## src/rtl/w_mem_pkg.sv

```systemverilog
// Constants and state encoding shared by the weight-memory read streamer and the SRAM wrapper.
package w_mem_pkg;

    localparam int DATA_W      = 32;
    localparam int ADDR_W      = 15;
    localparam int ADDR_STRIDE = 4;
    localparam int LEN_W       = 16;
    localparam int FIFO_DEPTH  = 4;
    localparam int CNT_W       = $clog2(FIFO_DEPTH) + 1;

    typedef enum logic [1:0] {
        IDLE  = 2'd0,
        RUN   = 2'd1,
        DRAIN = 2'd2,
        DONE  = 2'd3
    } state_t;

endpackage

```

## src/rtl/w_stream_fifo.sv

```systemverilog
// Small synchronous capture FIFO; the head reads as zero while empty so outputs idle at zero.
module w_stream_fifo #(
    parameter int WIDTH = 33,
    parameter int DEPTH = 4,
    localparam int PTR_W = $clog2(DEPTH),
    localparam int CNT_W = PTR_W + 1
) (
    input  logic             clk,
    input  logic             reset,
    input  logic             push,
    input  logic [WIDTH-1:0] push_data,
    input  logic             pop,
    output logic [WIDTH-1:0] head,
    output logic [CNT_W-1:0] count,
    output logic             full,
    output logic             empty
);

    logic [WIDTH-1:0] mem [DEPTH];
    logic [PTR_W-1:0] wr_ptr;
    logic [PTR_W-1:0] rd_ptr;
    logic             do_push;
    logic             do_pop;

    assign do_pop  = pop & ~empty;
    // A push into a full FIFO is fine when the head leaves in the same cycle.
    assign do_push = push & (~full | do_pop);

    always_ff @(posedge clk) begin
        if (do_push) begin
            mem[wr_ptr] <= push_data;
        end
    end

    always_ff @(posedge clk or negedge reset) begin
        if (!reset) begin
            wr_ptr <= '0;
            rd_ptr <= '0;
            count  <= '0;
        end else begin
            if (do_push) begin
                wr_ptr <= wr_ptr + PTR_W'(1);
            end
            if (do_pop) begin
                rd_ptr <= rd_ptr + PTR_W'(1);
            end
            case ({do_push, do_pop})
                2'b10:   count <= count + CNT_W'(1);
                2'b01:   count <= count - CNT_W'(1);
                default: count <= count;
            endcase
        end
    end

    assign full  = (count == CNT_W'(DEPTH));
    assign empty = (count == '0);
    assign head  = empty ? '0 : mem[rd_ptr];

endmodule

```

## src/rtl/w_mem_read_streamer.sv

```systemverilog
// Issues weight-row reads for a (base, length) command and streams the captured rows out
// with valid/ready backpressure, yielding the SRAM port to weight writes.
module w_mem_read_streamer
    import w_mem_pkg::*;
(
    input  logic              clk,
    input  logic              reset,
    input  logic              cmd_valid,
    output logic              cmd_ready,
    input  logic [ADDR_W-1:0] cmd_base_addr,
    input  logic [LEN_W-1:0]  cmd_len,
    input  logic              mem_wr_enable,
    output logic              rd_enable,
    output logic [ADDR_W-1:0] rd_addr,
    input  logic [DATA_W-1:0] rd_data,
    output logic              w_valid,
    input  logic              w_ready,
    output logic [DATA_W-1:0] w_data,
    output logic              w_last,
    output logic              done,
    output logic              busy,
    output logic [1:0]        fsm_state
);

    // Handshakes: cmd and w transfer on a cycle where valid & ready are both high at the
    // rising edge; valid never waits on ready, and w_data/w_last hold while stalled.

    state_t            state;
    state_t            next_state;
    logic [ADDR_W-1:0] addr_q;
    logic [LEN_W-1:0]  remain_q;
    logic              inflight_q;
    logic              inflight_last_q;
    logic              zero_len_q;
    logic              accept;
    logic              issue;
    logic              credit;
    logic              pop_last;
    logic [CNT_W-1:0]  fifo_count;
    logic              fifo_full;
    logic              fifo_empty;
    logic [DATA_W:0]   fifo_head;

    assign accept   = cmd_valid & cmd_ready;
    // Rows in flight already own a FIFO slot, which is what makes overflow impossible.
    assign credit   = ({1'b0, fifo_count} + {{CNT_W{1'b0}}, inflight_q}) < (CNT_W + 1)'(FIFO_DEPTH);
    assign pop_last = w_valid & w_ready & w_last;

    always_ff @(posedge clk or negedge reset) begin
        if (!reset) begin
            state <= IDLE;
        end else begin
            state <= next_state;
        end
    end

    always_comb begin
        next_state = state;
        case (state)
            IDLE: begin
                // A zero-length command passes through DRAIN so done lands two cycles after accept.
                if (accept) begin
                    next_state = (cmd_len != '0) ? RUN : DRAIN;
                end
            end
            RUN: begin
                if (issue && (remain_q == LEN_W'(1))) begin
                    next_state = DRAIN;
                end
            end
            DRAIN: begin
                if (pop_last || zero_len_q) begin
                    next_state = DONE;
                end
            end
            DONE:    next_state = IDLE;
            default: next_state = IDLE;
        endcase
    end

    always_comb begin
        cmd_ready = (state == IDLE);
        busy      = (state != IDLE);
        done      = (state == DONE);
        issue     = (state == RUN) && (remain_q != '0) && !mem_wr_enable && credit;
    end

    always_ff @(posedge clk or negedge reset) begin
        if (!reset) begin
            addr_q          <= '0;
            remain_q        <= '0;
            zero_len_q      <= 1'b0;
            inflight_q      <= 1'b0;
            inflight_last_q <= 1'b0;
        end else begin
            if (accept) begin
                addr_q     <= cmd_base_addr;
                remain_q   <= cmd_len;
                zero_len_q <= (cmd_len == '0);
            end else if (issue) begin
                addr_q   <= addr_q + ADDR_W'(ADDR_STRIDE);
                remain_q <= remain_q - LEN_W'(1);
            end
            inflight_q      <= issue;
            inflight_last_q <= issue && (remain_q == LEN_W'(1));
        end
    end

    w_stream_fifo #(
        .WIDTH (DATA_W + 1),
        .DEPTH (FIFO_DEPTH)
    ) u_fifo (
        .clk       (clk),
        .reset     (reset),
        .push      (inflight_q),
        .push_data ({inflight_last_q, rd_data}),
        .pop       (w_ready),
        .head      (fifo_head),
        .count     (fifo_count),
        .full      (fifo_full),
        .empty     (fifo_empty)
    );

    assign rd_enable = issue;
    assign rd_addr   = addr_q;
    assign w_valid   = ~fifo_empty;
    assign w_data    = fifo_head[DATA_W-1:0];
    assign w_last    = fifo_head[DATA_W];
    assign fsm_state = state;

endmodule

```

## config.mk

```make
export PLATFORM = sky130hd
export DESIGN_NAME = w_mem_read_streamer
export DESIGN_NICKNAME = d
export VERILOG_FILES = /design/src/rtl/w_mem_pkg.sv /design/src/rtl/w_stream_fifo.sv /design/src/rtl/w_mem_read_streamer.sv
export SDC_FILE = /design/constraint.sdc
export NUM_CORES = 1
export LEC_CHECK = 0
export ABC_AREA = 1
export BUFFER_PORTS_ARGS = -buffer_cell sky130_fd_sc_hd__clkbuf_2
export CELL_PAD_IN_SITES_DETAIL_PLACEMENT = 0
export CELL_PAD_IN_SITES_GLOBAL_PLACEMENT = 1
export CORE_ASPECT_RATIO = 0.7
export CORE_MARGIN = 3
export CORE_UTILIZATION = 25
export DETAILED_ROUTE_END_ITERATION = 6
export PLACE_DENSITY_LB_ADDON = 0.05
export SLEW_MARGIN = 20
export SYNTH_ARGS = -nofsm -noshare
export SYNTH_HDL_FRONTEND = slang
export SYNTH_HIERARCHICAL = 1
export SYNTH_SLANG_ARGS = --single-unit
```

## constraint.sdc

```tcl
create_clock -name clk -period 5.28 [get_ports clk]
set_clock_uncertainty 0.05 [all_clocks]
set_input_delay 0.792 -clock clk [delete_from_list [all_inputs] [get_ports clk]]
set_output_delay 0.792 -clock clk [all_outputs]
set_load 0.02 [all_outputs]
```

Yosys cells after proc, flatten, opt, wreduce, memory -nomap -nowiden
Memory sizes are Yosys's and may differ from the RTL's.
Index checks and enable logic that the tools add are counted.

word-level totals
  memories = 1
  flip-flop bits (word level) = 43
  logic and storage cells = 63
  output and inout port bits = 55
  input bits = 68
  RAM bits = 132

memory list
  name        depth  width  rd ports  clocked after memory_dff  wr ports  line                 RTL
  u_fifo.mem  4      33     1         0                         1         w_stream_fifo.sv:19  logic [WIDTH-1:0] mem [DEPTH];

operators by class
  eq/ne operators = 10
  $add $sub $neg = 7
  bitwise operators = 7
  reduce and logical (&&, ||, !) cells = 15
  order comparisons = 1
  muxes and demuxes = 13

operators with widths
  kind                                                         number
  two-way mux 33 bit                                           1
  two-way mux 16 bit                                           2
  nonzero test 16 bit                                          2
  two-way mux 15 bit                                           2
  == test 16 x 1 -> 1 bit (second input constant)              1
  zero test 16 bit                                             1
  subtractor 16 x 1 -> 16 bit (second input constant)          1
  adder 15 x 3 -> 15 bit (second input constant)               1
  two-way mux 2 bit                                            4
  case mux 2 bit (4 select lines)                              1
  == test 2 bit (second input constant)                        3
  case mux 3 bit (2 select lines)                              1
  nonzero test 2 bit                                           3
  adder 2 x 1 -> 2 bit (second input constant)                 2
  adder 3 x 1 -> 4 bit                                         1
  bitwise AND 1 bit                                            4
  == test 2 x 1 -> 1 bit (second input constant)               2
  logical AND 1 bit                                            4
  less-than comparator 4 x 3 -> 1 bit (second input constant)  1
  != test 2 bit (second input constant)                        2
  adder 3 x 1 -> 3 bit (second input constant)                 1
  == test 3 bit (second input constant)                        1
  zero test 3 bit                                              1
  AND reduction 3 bit                                          1
  8 further kinds                                              10

Depth between registers and ports, before layout
Gate-level depths: netlist of the first run.

  depth after elaboration = 7
  mapped depth = 12
  depth with buffers taken out = 12

Cells and area by module
The synthesis of the first run kept the hierarchy.

modules (own cells, without submodules)
  module               seq. area each (µm²)  cells each  instances  area an instance (µm²)
  w_stream_fifo        4139.0                581         1          6074.6
  w_mem_read_streamer  900.9                 383         1          2502.4

Worst setup path after synthesis of the first run
Ideal clock, no wire load.

  path kind = in2reg
  start = input port w_ready
  end = memory u_fifo.mem[0][0], enable pin
  arrival = 2.475 ns
  buffers on the path = 0
  slack = 2.331 ns
  data required time = 4.807 ns
  stages on the path = 4
  library setup time = 0.423 ns
  cell sequence = inv_1 nand3_1 nand2_1 nor2_1

on the way
  word-level cells in the longest chain between the ends = 5

RTL lines
  what                                     line                       RTL
  start: declaration                       w_mem_read_streamer.sv:17  input logic w_ready,
  bitwise AND 1 bit                        w_stream_fifo.sv:25        assign do_pop = pop & ~empty;
  bitwise OR 1 bit                         w_stream_fifo.sv:27        assign do_push = push & (~full | do_pop);
  bitwise AND 1 bit                        w_stream_fifo.sv:27
  two-way mux 1 bit                        w_stream_fifo.sv:30        if (do_push) begin
  two-way mux 1 bit (implied by the code)  w_stream_fifo.sv:31        mem[wr_ptr] <= push_data;
  end: declaration                         w_stream_fifo.sv:19

No other way between the ends.

Final worst setup path of the first run
  start = register u_fifo.rd_ptr[0]
  end = output port w_data[9]

on the way
  word-level cells in the longest chain between the ends = 2

RTL lines
  what                      line                       RTL
  start: declaration        w_stream_fifo.sv:21        logic [PTR_W-1:0] rd_ptr;
  start signal: assignment  w_stream_fifo.sv:45        rd_ptr <= rd_ptr + PTR_W'(1);
  memory (4 x 33 bit)       -
  two-way mux 33 bit        w_stream_fifo.sv:57        assign head = empty ? '0 : mem[rd_ptr];
  end: declaration          w_mem_read_streamer.sv:18  output logic [DATA_W-1:0] w_data,

No other way between the ends.

==> qor.csv, run 1 <==
stage;metric;value;unit
run_status;status;complete, no violations;
floorplanning;Core Area;0.03363;sq mm
floorplanning;io pins;123;
critical_path;CP peak stage delay;0.51;ns
route;drc violations;0;
cts;Longest Clk Path Bufs;2;
cts;CTS H-Tree Depth;4;
sta;Max-slew headroom;44.01;%
place;Port Buffer Count;122;
sta;Tcrit/Tclk final;60.60;%
cts;CTS Root Cell;clkbuf_16;
floorplanning;Die Wd;227.3;microns
floorplanning;die height;160.9;microns
place;GPL Wtd Cong;0.7364;
critical_path;WP data arrival;2.36;ns
power_and_ir_drop;Sequential Power Share;34.2;%
route;Initial DRT Pass Iterations;4;
cts;clock slew at reported path FFs;0.08;ns
cells_and_area;share of cells above drive strength 1;16.03;%
route;Vias;6218;
critical_path;startpoint types;register;
power_and_ir_drop;pwr/cell area;543.9;mW/mm^2
power_and_ir_drop;P_int;3.095;mW
cts;Sink Count;175;
floorplanning;Rows;56;
cts;Num CTS Buffers;17;
route;Starting DRT DRC Count;332;
global_routing;first-pass GRT wire length;37810;microns
critical_path;cells on worst reg2reg path;8;
route;post-route ant nets;0;
cells_and_area;Inserted Diodes;0;
min_path;HP Class;in2async;
critical_path;Cell Chain, Critical Path;inv_2 -> buf_4 -> nand2_1 -> nand3_1 -> a21oi_1 -> clkbuf_2;
sta;Max Freq;312.6;MHz
sta;final worst path period need;3.199;ns
sta;setup violators final;0;
floorplanning;die footprint;0.03658;sq mm
synthesis;Avg Cell Area, Syn;8.901;sq um
power_and_ir_drop;Clock Power Share;21.7;%
floorplanning;starting density of the core;25.49;%
route;Post-Route WL;23970;microns
cells_and_area;Syn-to-layout area delta;18.49;%
route;via-per-instance ratio;4.072;
synthesis;post-synth net total;1045;
global_routing;largest net degree at the start of global routing;69;
critical_path;CP Max Fanout;36;
cts;Setup Buffers After CTS;0;
cells_and_area;Nets;1161;
power_and_ir_drop;Peak VDD IR;0.2887;mV
sta;count of final hold-check violations;0;
global_routing;antenna violations before repair;0;
global_routing;grt ovf;0;
sta;pin slew with the least headroom to its limit;0.8398;ns
place;Final HPWL DP;15750;microns
sta;Setup TNS Final;0;ns
critical_path;Setup Crit Path Kind;reg2out;
critical_path;CP endpoint kind;output pin;
synthesis;mapped cell area;0.008572;sq mm
run;max_cap viols;0;
cts;CTS resizes;0;
cells_and_area;most common cell after layout, fill and taps aside;nand2_1;
sta;Slew Viols, Final;0;
cells_and_area;most frequent cells in the layout;nand2_1, inv_1, edfxtp_1;
power_and_ir_drop;combinational share of power;44.1;%
sta;RSZ-0062 raised after global routing;no;
synthesis;cell count after synthesis;963;
power_and_ir_drop;switching share of power;43.98;%
cts;Post-CTS Hold Buffers;0;
power_and_ir_drop;Static Leak;4.745;nW
critical_path;slowest stage cell, crit path;inv_2;
cts;clock latency on the worst-skew pair;0.44;ns
critical_path;CP required;4.44;ns
global_routing;aggregate global-route resource usage;13.80;%
power_and_ir_drop;Net Sw Power;2.430;mW
route;Avg WL per Cell;15.70;microns
synthesis;Yosys Warn Count;6;
global_routing;vias in the first global route;6164;
power_and_ir_drop;Final Power;5.525;mW
cts;CTS tree;done;
area by class of cell:
| type | instances | area, sq um |
|---|---|---|
| fillers | 3568 | 23480 |
| flip-flops and latches | 175 | 5041 |
| repair buffers | 133 | 693.2 |
| well taps | 435 | 544.3 |
| clock buffers | 25 | 496.7 |
| inverters | 184 | 690.7 |
| clock inverters | 7 | 48.80 |
| multi-input cells | 568 | 2643 |
power groups by stage:
stage	sequential (mW)	clock, mW	combinational [mW]
final	1.89	1.20	2.44
after global routing	1.92	1.30	2.78
after CTS	1.89	1.25	2.51
after detailed placement	1.92	0	2.50
after global placement	1.92	0	2.53
after floorplan	1.94	0	1.67
path summary, 6_finish.rpt:
check	startpoint	end	slack, ns
max	u_fifo/rd_ptr[0]$_DFFE_PN0P_	w_data[9]	2.08
min	reset	rd_addr[12]$_DFFE_PN0P_	0.40
max reg2reg	fsm_state[0]$_DFFE_PN0P_	remain_q[10]$_DFFE_PN0P_	2.55
min reg2reg	rd_addr[1]$_DFFE_PN0P_	rd_addr[1]$_DFFE_PN0P_	0.44
max in group asynchronous	reset	u_fifo/rd_ptr[0]$_DFFE_PN0P_	4.28
min in group clk	rd_addr[1]$_DFFE_PN0P_	rd_addr[1]$_DFFE_PN0P_	0.44
flip-flops by register name, indices dropped and copies added (netlist names):
signal           count
zero_len_q           1
fsm_state            2
inflight_last_q      1
u_fifo/wr_ptr        2
inflight_q           1
remain_q            16
u_fifo/mem         132
u_fifo/count         3
rd_addr             15
u_fifo/rd_ptr        2
layer usage:
layer	wire length (microns)	track usage [%]	vias up
met5	0	0	-
met4	225	3.249	0
met3	1018	2.869	13
met2	9897	19.47	107
met1	12830	21.42	2847
li1	-	-	3251
per-stage QoR:
step                std cells  utilization, %  setup WS [ns]  area [sq um]  hold WS, ns
global route             1527           30.20          1.852         10160       0.4566
global placement         1495           28.58          2.356          9612       0.4276
finish                   1527           30.20          2.081         10160       0.3980
floorplan                 963               -          2.331          8572       0.4030
detailed placement       1495           28.58          2.354          9612       0.4276
CTS                      1527           30.20          1.999         10160       0.4234
critical path, delay by kind of cell, from the launching register on:
kind	cells	cell delay [ns]
and+or+nand+nor	2	0.22
buffers and inverters	3	1.18
AOI/OAI and AO/OA	1	0.11
DFF	1	0.40
Power figures use the tool's default switching activity.
==> run 2: changes to the inputs <==
==> constraint.sdc (replaced) <==
create_clock -name clk -period 3.3 [get_ports clk]
set_clock_uncertainty 0.05 [all_clocks]
set_input_delay 0.495 -clock clk [delete_from_list [all_inputs] [get_ports clk]]
set_output_delay 0.495 -clock clk [all_outputs]
set_load 0.02 [all_outputs]
==> qor.csv, run 2 (same netlist as run 1, synthesis figures left out) <==
stage;metric;value;unit
critical_path;R2R Setup Slk;0.93;ns
cells_and_area;Biggest register;u_fifo/mem;
route;post-route ant nets;0;
critical_path;beginning of the critical path;u_fifo/rd_ptr[0]$_DFFE_PN0P_;
cts;CTS resizes;0;
critical_path;CP required;2.75;ns
global_routing;aggregate global-route resource usage;13.64;%
critical_path;cells on worst reg2reg path;10;
cts;clock latency on the worst-skew pair;0.44;ns
floorplanning;Core Area;0.03363;sq mm
route;Starting DRT DRC Count;281;
cells_and_area;Filler cells;3627;
global_routing;first-pass GRT wire length;37450;microns
floorplanning;die height;160.9;microns
sta;final worst slack;0.4427;ns
global_routing;largest net degree at the start of global routing;51;
min_path;HP Class;in2async;
sta;Setup TNS Final;0;ns
global_routing;grt ovf;0;
route;Post-Route WL;23960;microns
global_routing;vias in the first global route;6194;
critical_path;CP peak stage delay;0.62;ns
route;drc violations;0;
sta;Tcrit/Tclk final;86.58;%
cells_and_area;Inserted Diodes;0;
power_and_ir_drop;Static Leak;4.819;nW
critical_path;slowest stage cell, crit path;dfrtp_2;
critical_path;Critical Path End;w_data[12];
critical_path;WP data arrival;2.31;ns
cts;Num CTS Buffers;17;
critical_path;Setup Crit Path Kind;reg2out;
cells_and_area;share of cells above drive strength 1;16.96;%
global_routing;antenna violations before repair;0;
cells_and_area;Nets;1166;
sta;Slew Viols, Final;0;
cells_and_area;most common cell after layout, fill and taps aside;nand2_1;
sta;setup violators final;0;
sta;final worst path period need;2.857;ns
route;Avg WL per Cell;15.64;microns
cts;Post-CTS Hold Buffers;0;
sta;Max Freq;350.0;MHz
run;max_cap viols;0;
floorplanning;die footprint;0.03658;sq mm
sta;RSZ-0062 raised after global routing;no;
sta;pin slew with the least headroom to its limit;0.6521;ns
cells_and_area;Largest register FFs;132;
critical_path;CP endpoint kind;output pin;
route;Vias;6354;
place;Port Buffer Count;122;
cells_and_area;register area;0.005041;sq mm
power_and_ir_drop;Peak VDD IR;0.3852;mV
run_status;status;complete, no violations;
floorplanning;starting density of the core;25.49;%
place;GPL Wtd Cong;0.7256;
cts;CTS Root Cell;clkbuf_16;
sta;count of final hold-check violations;0;
cells_and_area;Syn-to-layout area delta;20.45;%
cts;CTS tree;done;
cts;Longest Clk Path Bufs;2;
route;Initial DRT Pass Iterations;4;
cts;Sink Count;175;
floorplanning;Rows;56;
floorplanning;Die Wd;227.3;microns
cells_and_area;area occupied by multi-input gates;0.002643;sq mm
cells_and_area;most frequent cells in the layout;nand2_1, inv_1, edfxtp_1;
critical_path;startpoint types;register;
place;Final HPWL DP;16200;microns
place;dpl ws;0.8732;ns
floorplanning;io pins;123;
cts;CTS H-Tree Depth;4;
critical_path;reg-to-reg startpoint;u_fifo/count[0]$_DFFE_PN0P_;
critical_path;CP Max Fanout;44;
critical_path;Cell Chain, Critical Path;inv_2 -> buf_12 -> nand2_1 -> nand3_1 -> a21oi_1 -> clkbuf_2;
power_and_ir_drop;pwr/cell area;882.4;mW/mm^2
route;via-per-instance ratio;4.148;
cts;clock slew at reported path FFs;0.07;ns
sta;Max-slew headroom;56.19;%
cts;Setup Buffers After CTS;0;
critical_path;worst flop-to-flop path endpoint;u_fifo/count[2]$_DFFE_PN0P_;
==> run 2: cell count changes in the layout (fill, tap and decap cells not counted) <==
cell / before / now
clkinv_4: 0 / 2
clkinv_1: 1 / 0
bufinv_16: 0 / 3
clkinv_2: 2 / 4
clkinvlp_4: 0 / 2
buf_12: 0 / 5
inv_6: 4 / 2
clkbuf_1: 5 / 0
clkbuf_16: 18 / 17
==> run 2: through the flow <==
stage	util, %	hold slack (ns)	instances	power, mW	cell area (sq um)
after global placement	28.88	0.4239	1500	7.183	9712
after CTS	30.70	0.1196	1532	9.325	10320
final	30.70	0.07904	1532	9.110	10320
after floorplan	-	0.1494	963	5.775	8572
after global routing	30.70	0.1547	1532	9.880	10320
after detailed placement	28.88	0.4232	1500	7.145	9712
==> run 2: worst max-delay path, delay by kind of cell, from the launching register on <==
family | cells | cell delay (ns)
and+or+nand+nor | 2 | 0.15
buffers and inverters | 3 | 0.83
DFF | 1 | 0.62
AOI/OAI and AO/OA | 1 | 0.25
==> run 2: final cells by class <==
| class | instances | share of cell area, % |
|---|---|---|
| Sequential cell | 175 | 48.82 |
| Multi-Input combinational cell | 568 | 25.59 |
| Timing Repair Buffer | 138 | 7.683 |
| Inverter | 184 | 6.689 |
| Tap cell | 435 | 5.271 |
| Clock buffer | 19 | 4.387 |
| Clock inverter | 13 | 1.551 |
==> run 2: report_power, final <==
part	switching, mW	leakage [nW]	internal (mW)
Clock	0.887	0.300	1.23
Sequential	0.328	1.74	2.73
Combinational	2.70	2.78	1.23
==> run 2: per-layer routing <==
metal	share of wire [%]	track usage, %	vias up
li1	-	-	3268
met1	53	20.50	3002
met2	43	19.96	78
met3	3.3	3.399	6
met4	0.56	2.479	0
met5	0	0	-
==> run 2: worst min-delay path by stage <==
| stage | end | cells past startpoint |
|---|---|---|
| 3_3_place_gp | zero_len_q$_DFFE_PN0P_ | 2 |
| 4_1_cts | rd_addr[13]$_DFFE_PN0P_ | 2 |
| 3_5_place_dp | rd_addr[0]$_DFFE_PN0P_ | 2 |
| 2_1_floorplan | fsm_state[0]$_DFFE_PN0P_ | 0 |
| 6_report | rd_addr[13]$_DFFE_PN0P_ | 2 |
| 5_1_grt | rd_addr[13]$_DFFE_PN0P_ | 2 |
